## src/rtl/palette_lookup_arbiter.sv

```systemverilog
// Round-robin arbiter with bounded per-owner bursts sharing one combinational palette ROM.
// The response (id, RGB, colour-key flag) is registered on the transfer edge.
module palette_lookup_arbiter #(
  parameter int unsigned NUM_REQ         = 4,
  parameter int unsigned IDX_W           = 7,
  parameter int unsigned BURST           = 4,
  parameter int unsigned TRANSPARENT_IDX = 0
) (
  input  logic                       clk_i,
  input  logic                       rst_ni,
  input  logic [NUM_REQ-1:0]         req_valid_i,
  input  logic [NUM_REQ*IDX_W-1:0]   req_index_i,
  output logic [NUM_REQ-1:0]         req_ready_o,
  output logic [IDX_W-1:0]           pal_index_o,
  input  logic [3:0]                 pal_red_i,
  input  logic [3:0]                 pal_green_i,
  input  logic [3:0]                 pal_blue_i,
  output logic                       rsp_valid_o,
  output logic [$clog2(NUM_REQ)-1:0] rsp_id_o,
  output logic [11:0]                rsp_rgb_o,
  output logic                       rsp_transparent_o
);

  localparam int unsigned       IdW      = $clog2(NUM_REQ);
  localparam int unsigned       CntW     = (BURST > 1) ? $clog2(BURST) : 1;
  localparam logic [CntW-1:0]   BurstMax = CntW'(BURST - 1);
  localparam logic [IdW-1:0]    OwnerRst = IdW'(NUM_REQ - 1);
  localparam logic [IDX_W-1:0]  KeyIdx   = IDX_W'(TRANSPARENT_IDX);

  logic [IdW-1:0]  owner_q, owner_d;
  logic [CntW-1:0] burst_q, burst_d;
  // Set only when the previous cycle transferred: after reset or an idle cycle the
  // owner gets no continuation preference, so the search starts at owner+1.
  logic            busy_q, busy_d;

  logic            grant_vld;
  logic [IdW-1:0]  grant_id;
  logic [IdW-1:0]  cand_id;
  int unsigned     cand;

  always_comb begin
    grant_vld = 1'b0;
    grant_id  = owner_q;
    cand      = 0;
    cand_id   = '0;
    if (busy_q && req_valid_i[owner_q] && (burst_q < BurstMax)) begin
      grant_vld = 1'b1;
    end else begin
      // Owner is visited last (k == NUM_REQ), so it wins only as the sole requester.
      for (int unsigned k = 1; k <= NUM_REQ; k++) begin
        cand = 32'(owner_q) + k;
        if (cand >= NUM_REQ) cand = cand - NUM_REQ;
        cand_id = IdW'(cand);
        if (!grant_vld && req_valid_i[cand_id]) begin
          grant_vld = 1'b1;
          grant_id  = cand_id;
        end
      end
    end
  end

  always_comb begin
    req_ready_o = '0;
    pal_index_o = '0;
    if (grant_vld) begin
      req_ready_o = NUM_REQ'(1) << grant_id;
      pal_index_o = req_index_i[32'(grant_id) * IDX_W +: IDX_W];
    end
  end

  always_comb begin
    owner_d = owner_q;
    burst_d = '0;
    busy_d  = grant_vld;
    if (grant_vld) begin
      if (busy_q && (grant_id == owner_q)) begin
        // Saturate so a sole requester past its burst keeps yielding to new arrivals.
        burst_d = (burst_q < BurstMax) ? burst_q + CntW'(1) : burst_q;
      end else begin
        owner_d = grant_id;
      end
    end
  end

  always_ff @(posedge clk_i or negedge rst_ni) begin
    if (!rst_ni) begin
      owner_q           <= OwnerRst;
      burst_q           <= '0;
      busy_q            <= 1'b0;
      rsp_valid_o       <= 1'b0;
      rsp_id_o          <= '0;
      rsp_rgb_o         <= '0;
      rsp_transparent_o <= 1'b0;
    end else begin
      owner_q     <= owner_d;
      burst_q     <= burst_d;
      busy_q      <= busy_d;
      rsp_valid_o <= grant_vld;
      if (grant_vld) begin
        rsp_id_o          <= grant_id;
        rsp_rgb_o         <= {pal_red_i, pal_green_i, pal_blue_i};
        rsp_transparent_o <= (pal_index_o == KeyIdx);
      end
    end
  end

endmodule

```

## config.mk

```make
export PLATFORM = sky130hd
export DESIGN_NAME = palette_lookup_arbiter
export DESIGN_NICKNAME = d
export VERILOG_FILES = /design/src/rtl/palette_lookup_arbiter.sv
export SDC_FILE = /design/constraint.sdc
export NUM_CORES = 1
export LEC_CHECK = 0
export CAP_MARGIN = 20
export CORE_UTILIZATION = 42
export CTS_BUF_LIST = sky130_fd_sc_hd__clkbuf_16
export DETAILED_ROUTE_END_ITERATION = 16
export PLACE_DENSITY = 0.93
export SLEW_MARGIN = 20
export SYNTH_ARGS = -nofsm -noshare
export SYNTH_HDL_FRONTEND = slang
export SYNTH_SLANG_ARGS = --single-unit
```

## constraint.sdc

```tcl
create_clock -name clk_i -period 3.65 [get_ports clk_i]
set_clock_uncertainty 0.1 [all_clocks]
set_input_delay 0.73 -clock clk_i [delete_from_list [all_inputs] [get_ports clk_i]]
set_output_delay 0.73 -clock clk_i [all_outputs]
set_load 0.03 [all_outputs]
```

After elaboration in Yosys (flattened, before gate mapping)
Index checks and enable logic that the tools add are counted.
Widths: inputs -> output; s select.
{"block": "classes", "multipliers": 1, "muxes": 36, "n_lt_le_gt_ge": 10, "div_mod_pow": 0, "shifts": 2, "addsub": 9, "n_bitwise": 1, "reduce_logical": 11, "n_eq_ne": 2}
{"op": "$mux 2", "count": 16}
{"op": "$shiftx 28x6->7", "count": 1}
{"op": "$lt 2x3->1 const B", "count": 5}
{"op": "$mux 1", "count": 13}
{"op": "$bmux 1 s2", "count": 5}
{"op": "$ge 3x3->1 const B", "count": 3}
{"op": "$sub 2x1->2 const B", "count": 4}
{"op": "$logic_not 7->1", "count": 1}
{"op": "$mux 7", "count": 1}
{"op": "$add 2x2->3 const B", "count": 2}
{"op": "$logic_and 1x1->1", "count": 6}
{"op": "$mul 2x3->5 const B", "count": 1}
{"op": "$add 2x3->4 const B", "count": 1}
{"op": "$ge 4x3->1 const B", "count": 1}
{"op": "$mux 4", "count": 1}
{"op": "$shl 1x2->4 const A", "count": 1}
{"op": "$add 2x1->3 const B", "count": 1}
{"op": "$logic_not 1->1", "count": 3}
{"op": "$ne 3x3->1 const B", "count": 1}
{"op": "$add 2x1->2 const B", "count": 1}
{"op": "$eq 2x2->1", "count": 1}
{"op": "$lt 2x2->1 const B", "count": 1}
{"op": "$reduce_and 2->1", "count": 1}
{"op": "$not 1->1", "count": 1}
{"block": "totals", "ff_bits": 20, "ram_bits": 0, "latchBits": 0, "romBits": 0, "in_bits": 46, "output_inout_bits": 27, "mem_count": 0, "word_cells": 78}

Depth between registers and ports, before layout
{"block": "logic_depth", "ltp_word": 25, "mapped_depth": 12, "depth_no_buf": 10}

Worst setup path before layout
OpenSTA, ideal clock, no wires.
{"block": "synth_path", "kind": "input-to-output", "from": "in req_valid_i[1]", "to": "out pal_index_o[1]", "slack_ns": -0.177, "path_buffers": 2, "required_time_ns": 2.820, "path_stages": 9, "arrival_time_ns": 2.997, "cell_sequence": "buf_2 or4_4 o22ai_4 nor2_1 a2bb2oi_4 inv_2 buf_6 a2111oi_0 o32ai_1"}
{"block": "synth_between", "elab_chain_cells": 19, "word_cells_on_any_way": 34, "cone_classes": "1 x mul; 1 x shift; 24 x mux; 8 x reduce/logical"}
{"item": "from (decl)", "line_no": "11", "source": "input logic [NUM_REQ-1:0] req_valid_i,"}
{"item": "$bmux 1 s2", "line_no": "54", "source": "if (!grant_vld && req_valid_i[cand_id]) begin"}
{"item": "$mux 1 (not written as such)", "line_no": "54"}
{"item": "$mux 1", "line_no": "54"}
{"item": "$mux 1", "line_no": "46", "source": "if (busy_q && req_valid_i[owner_q] && (burst_q < BurstMax)) begin"}
{"item": "$logic_not 1->1", "line_no": "54"}
{"item": "$logic_and 1x1->1", "line_no": "54"}
{"item": "$mux 1", "line_no": "54"}
{"item": "$mux 1", "line_no": "46"}
{"item": "[3 not listed]"}
{"item": "$mux 1", "line_no": "46"}
{"item": "$logic_not 1->1", "line_no": "54"}
{"item": "$logic_and 1x1->1", "line_no": "54"}
{"item": "$mux 2", "line_no": "54"}
{"item": "$mux 2", "line_no": "46"}
{"item": "$mul 2x3->5", "line_no": "67", "source": "pal_index_o = req_index_i[32'(grant_id) * IDX_W +: IDX_W];"}
{"item": "$shiftx 28x6->7", "line_no": "67"}
{"item": "$mux 7 (*)", "line_no": "65", "source": "if (grant_vld) begin"}
{"item": "to (decl)", "line_no": "14", "source": "output logic [IDX_W-1:0] pal_index_o,"}
Mark *: on every way between the ends. The rest lies on a longest branch, timed or not. The select of a mux whose other input is x is not followed.

Final worst setup path
{"block": "layout_path", "from": "in req_valid_i[2]", "to": "out pal_index_o[3]"}
The elaborated chain is that of the path after synthesis.

==> impl_results.md <==
* Status: complete, but fails checks
* Failing checks: negative setup slack
* Setup WS post-layout at -0.0910 ns
* Cts bufs inserted at 3
* First-pass GRT wire length at 12400 um
* Max IR drop VDD at a little over 0.0008 V
* Total track usage at 0.405
* Met1 wire length at between 2000 and 3000 um
* Fin util at 0.891
* Final Max Slew Viols at 0
* Worst r2r src: owner_q[0]$_DFFE_PN1P_
* GP Congestion at 0.824
* FF-to-FF End: rsp_transparent_o$_DFFE_PN0P_
* Vias at around 2400
* # IOs at 73
* Via density at 6.39
* Number of hold buffers added after cts at 0
* CTS tree: yes
* WP data arrival at just under 3 ns
* Die width at about 64 um
* RSZ-0062 raised after global routing: yes
* Delay of the slowest critical-path stage at ~0.4 ns
* Die H at approximately 64 um
* Final nets at around 370
* Final-report hold violation count at 0
* Total of warnings raised by yosys at 0
* Kind of critical path: primary input to output pin
* Setup violations, final at 7
* Site row count at 22
* Clk Latency, worst-skew pair at ~0.26 ns
* Root Driver: clkbuf_16
* WL/cell at between 20 and 25 um
* Total congestion overflow at 0
* Unique masters post-synth at approximately 50
* #FFs+latches synth at 20
* FF+latch area at 503 um^2
* R2r setup slk at between 0.3 and 0.4 ns
* Required time of the critical path at between 2 and 3 ns
* CP cell instances: clkdlybuf4s15_1 -> buf_6 -> nand2b_1 -> a211oi_1 -> buf_4 -> a211oi_4 -> buf_4 -> nor3b_1 -> a2111oi_4 -> o32ai_4 -> buf_6
* DRC errors left at 0
* Layout fillers at about 170
* H-tree depth at 1
* Synthesized netlist cell count at 197
* Worst hold path type: flip-flop to flip-flop
* Vias in the first global route at ~2500
* Max-slew headroom at 0.399
* Syn-to-layout area delta at 102%
* Crit. End Element: output pin
* PortBufs at between 70 and 80
* Antenna cell count at 0
* Clk slew on worst S/H paths at roughly 0.06 ns
* Tcrit/Tclk final at 1.02
* Initial antenna violation count at 0
* Max Freq at between 200 and 300 MHz
* DR iter-0 viols at 347
* CP Launch Type: primary input
* Final setup TNS at -0.383 ns
* Share of cells above drive strength 1 at 0.408
* Final Instance Count excl. Fillers at around 370
* Routed wl met2 at around 4400 um
* Slowest-stage cell, CP: nor3b_1
* Synth Flop Type: dfrtp_1
* P per Cell Area at about 1100 nW/um^2
* Setup crit end: pal_index_o[3]
* Synthesized area per cell at a little over 8 um^2
* Lkg Pwr at ~0.0015 uW
* Synth Cell Area at 1630 um^2
* Worst slew pin tran at around 0.9 ns
* Max Cap Viol at 0
* Starting Density at 0.442
* Drt pass-1 iters at 5
* WL final at 9170 um
* Async SR Flop Fraction at 1.00
* Max Used Layer: met4
* Die area at just over 4000 um^2
* Core ar. at 3690 um^2
* Sink Count at 20
* Placed Cells at 352
* Final min period at approximately 3.7 ns
* R2R cell count at 15
* Crit path from: req_valid_i[2]
* WL met3 at roughly 940 um
* Largest net degree at the start of global routing at 21
* Routed Antenna Nets at 0
* Register area share after synthesis at 0.309
* Number of synthesized flops with an enable pin at 0
* Syn Nets at about 240
* HPWL Detailed at between 4000 and 5000 um
* Area of the multi-input gates at 1320 um^2
* Worst-path fanout max at 6
* CTS max path bufs at 2
synth_stat cells (2+ instances only):
cell type	n	area share
nand2_1	52	0.12
dfrtp_1	18	0.28
mux2i_1	12	0.074
nor2_1	12	0.028
a21oi_1	6	0.018
clkbuf_1	6	0.014
inv_1	6	0.014
nand3_1	6	0.018
o21ai_0	6	0.018
nand2b_1	5	0.019
a221oi_1	4	0.022
mux2_2	4	0.028
nor3b_1	4	0.018
a31oi_1	3	0.012
and2_1	3	0.012
buf_2	3	0.0092
mux4_2	3	0.041
a2111oi_0	2	0.011
a211oi_1	2	0.0092
and3_1	2	0.0077
buf_6	2	0.014
dfstp_2	2	0.032
nand4_1	2	0.0077
nor2b_1	2	0.0077
nor3_1	2	0.0061
o22ai_1	2	0.0077
o32ai_1	2	0.011
placed cells by master (no fill, tap or decap), drive strengths merged, types with 2 or more instances in the layout:
cell type,count
mux4,3
a21oi,6
inv,7
o22ai,3
nand3,6
and2,3
a2111oi,2
nor4,2
a221oi,4
nand4,2
clkbuf,3
nand2b,5
nand2,52
a31oi,3
clkdlybuf4s50,57
mux2i,12
nor3,2
a211oi,3
nor3b,4
dfstp,2
nor2b,2
o32ai,2
buf,79
nor2,13
mux2,4
dfrtp,18
o21ai,7
and3,2
per-stage QoR:
stage	setup slack, ns	hold slack (ns)	total power, uW	cell area [um^2]
final	-0.0910	0.380	3540	3290
after global routing	-0.231	0.415	3630	3290
after CTS	0.00126	0.377	3140	3120
after detailed placement	-0.810	0.359	2360	2710
after global placement	-0.697	0.349	2280	2710
after floorplan	0.00164	0.334	1480	1640
worst min-delay path by stage:
stage                              from                        to  slack (ns)  cells past startpoint
2_1_floorplan                    rst_ni    burst_q[0]$_DFFE_PN0P_        0.33                      0
3_3_place_gp   rsp_rgb_o[9]$_DFFE_PN0P_  rsp_rgb_o[9]$_DFFE_PN0P_        0.35                      2
3_5_place_dp   rsp_rgb_o[7]$_DFFE_PN0P_  rsp_rgb_o[7]$_DFFE_PN0P_        0.36                      2
4_1_cts        rsp_rgb_o[9]$_DFFE_PN0P_  rsp_rgb_o[9]$_DFFE_PN0P_        0.38                      2
5_1_grt        rsp_rgb_o[9]$_DFFE_PN0P_  rsp_rgb_o[9]$_DFFE_PN0P_        0.42                      2
6_report       rsp_rgb_o[9]$_DFFE_PN0P_  rsp_rgb_o[9]$_DFFE_PN0P_        0.38                      2
layout make-up:
type	instances	area share
timing repair buffer	137	0.384
sequential	20	0.153
multi-input combinational	157	0.402
inverter	8	0.00990
tap	48	0.0183
clock buffer	3	0.0228
clock inverter	1	0.00914
registers in the layout, summed over array words and instances, names as in the netlist:
| signal | count |
|---|---|
| busy_q | 1 |
| owner_q | 2 |
| burst_q | 2 |
| rsp_rgb_o | 12 |
| rsp_transparent_o | 1 |
| rsp_id_o | 2 |
routing by layer:
layer / vias up / global-route usage
li1: 966 / -
met1: 1088 / 0.407
met2: 239 / 0.713
met3: 96 / 0.107
met4: 0 / 0.297
met5: - / 0
logic make-up (layout without fill, tap and decap cells):
group / after synthesis / count (layout) / synth area share
AND/OR/NAND/NOR: 97 / 97 / 0.283
AO/OA/AOI/OAI: 39 / 39 / 0.195
flip-flops: 20 / 20 / 0.309
buffers and inverters: 20 / 149 / 0.0576
multiplexers: 19 / 19 / 0.143
adder cells (fa/ha/maj): 1 / 1 / 0.00768
XOR/XNOR: 1 / 1 / 0.00538
timing repair:
item / 4_1_cts / 5_1_grt
pin swaps: 17 / 16
cloned: 0 / 0
setup endpoints to repair: 11 / 11
setup buffers: 14 / 6
endpoints found under the hold margin: 0 / 0
resized for setup: 77 / 31
worst max-delay path, delay by kind of cell:
family,cells,cell delay (ns)
buffers and inverters,5,0.87
and+or+nand+nor,2,0.47
AOI/OAI and AO/OA,4,0.82
power by group:
part	switching (uW)	internal (uW)
sequential	60.4	292
combinational	1520	1360
clock	90.6	218
No activity file was read; power rests on OpenSTA's default activity.
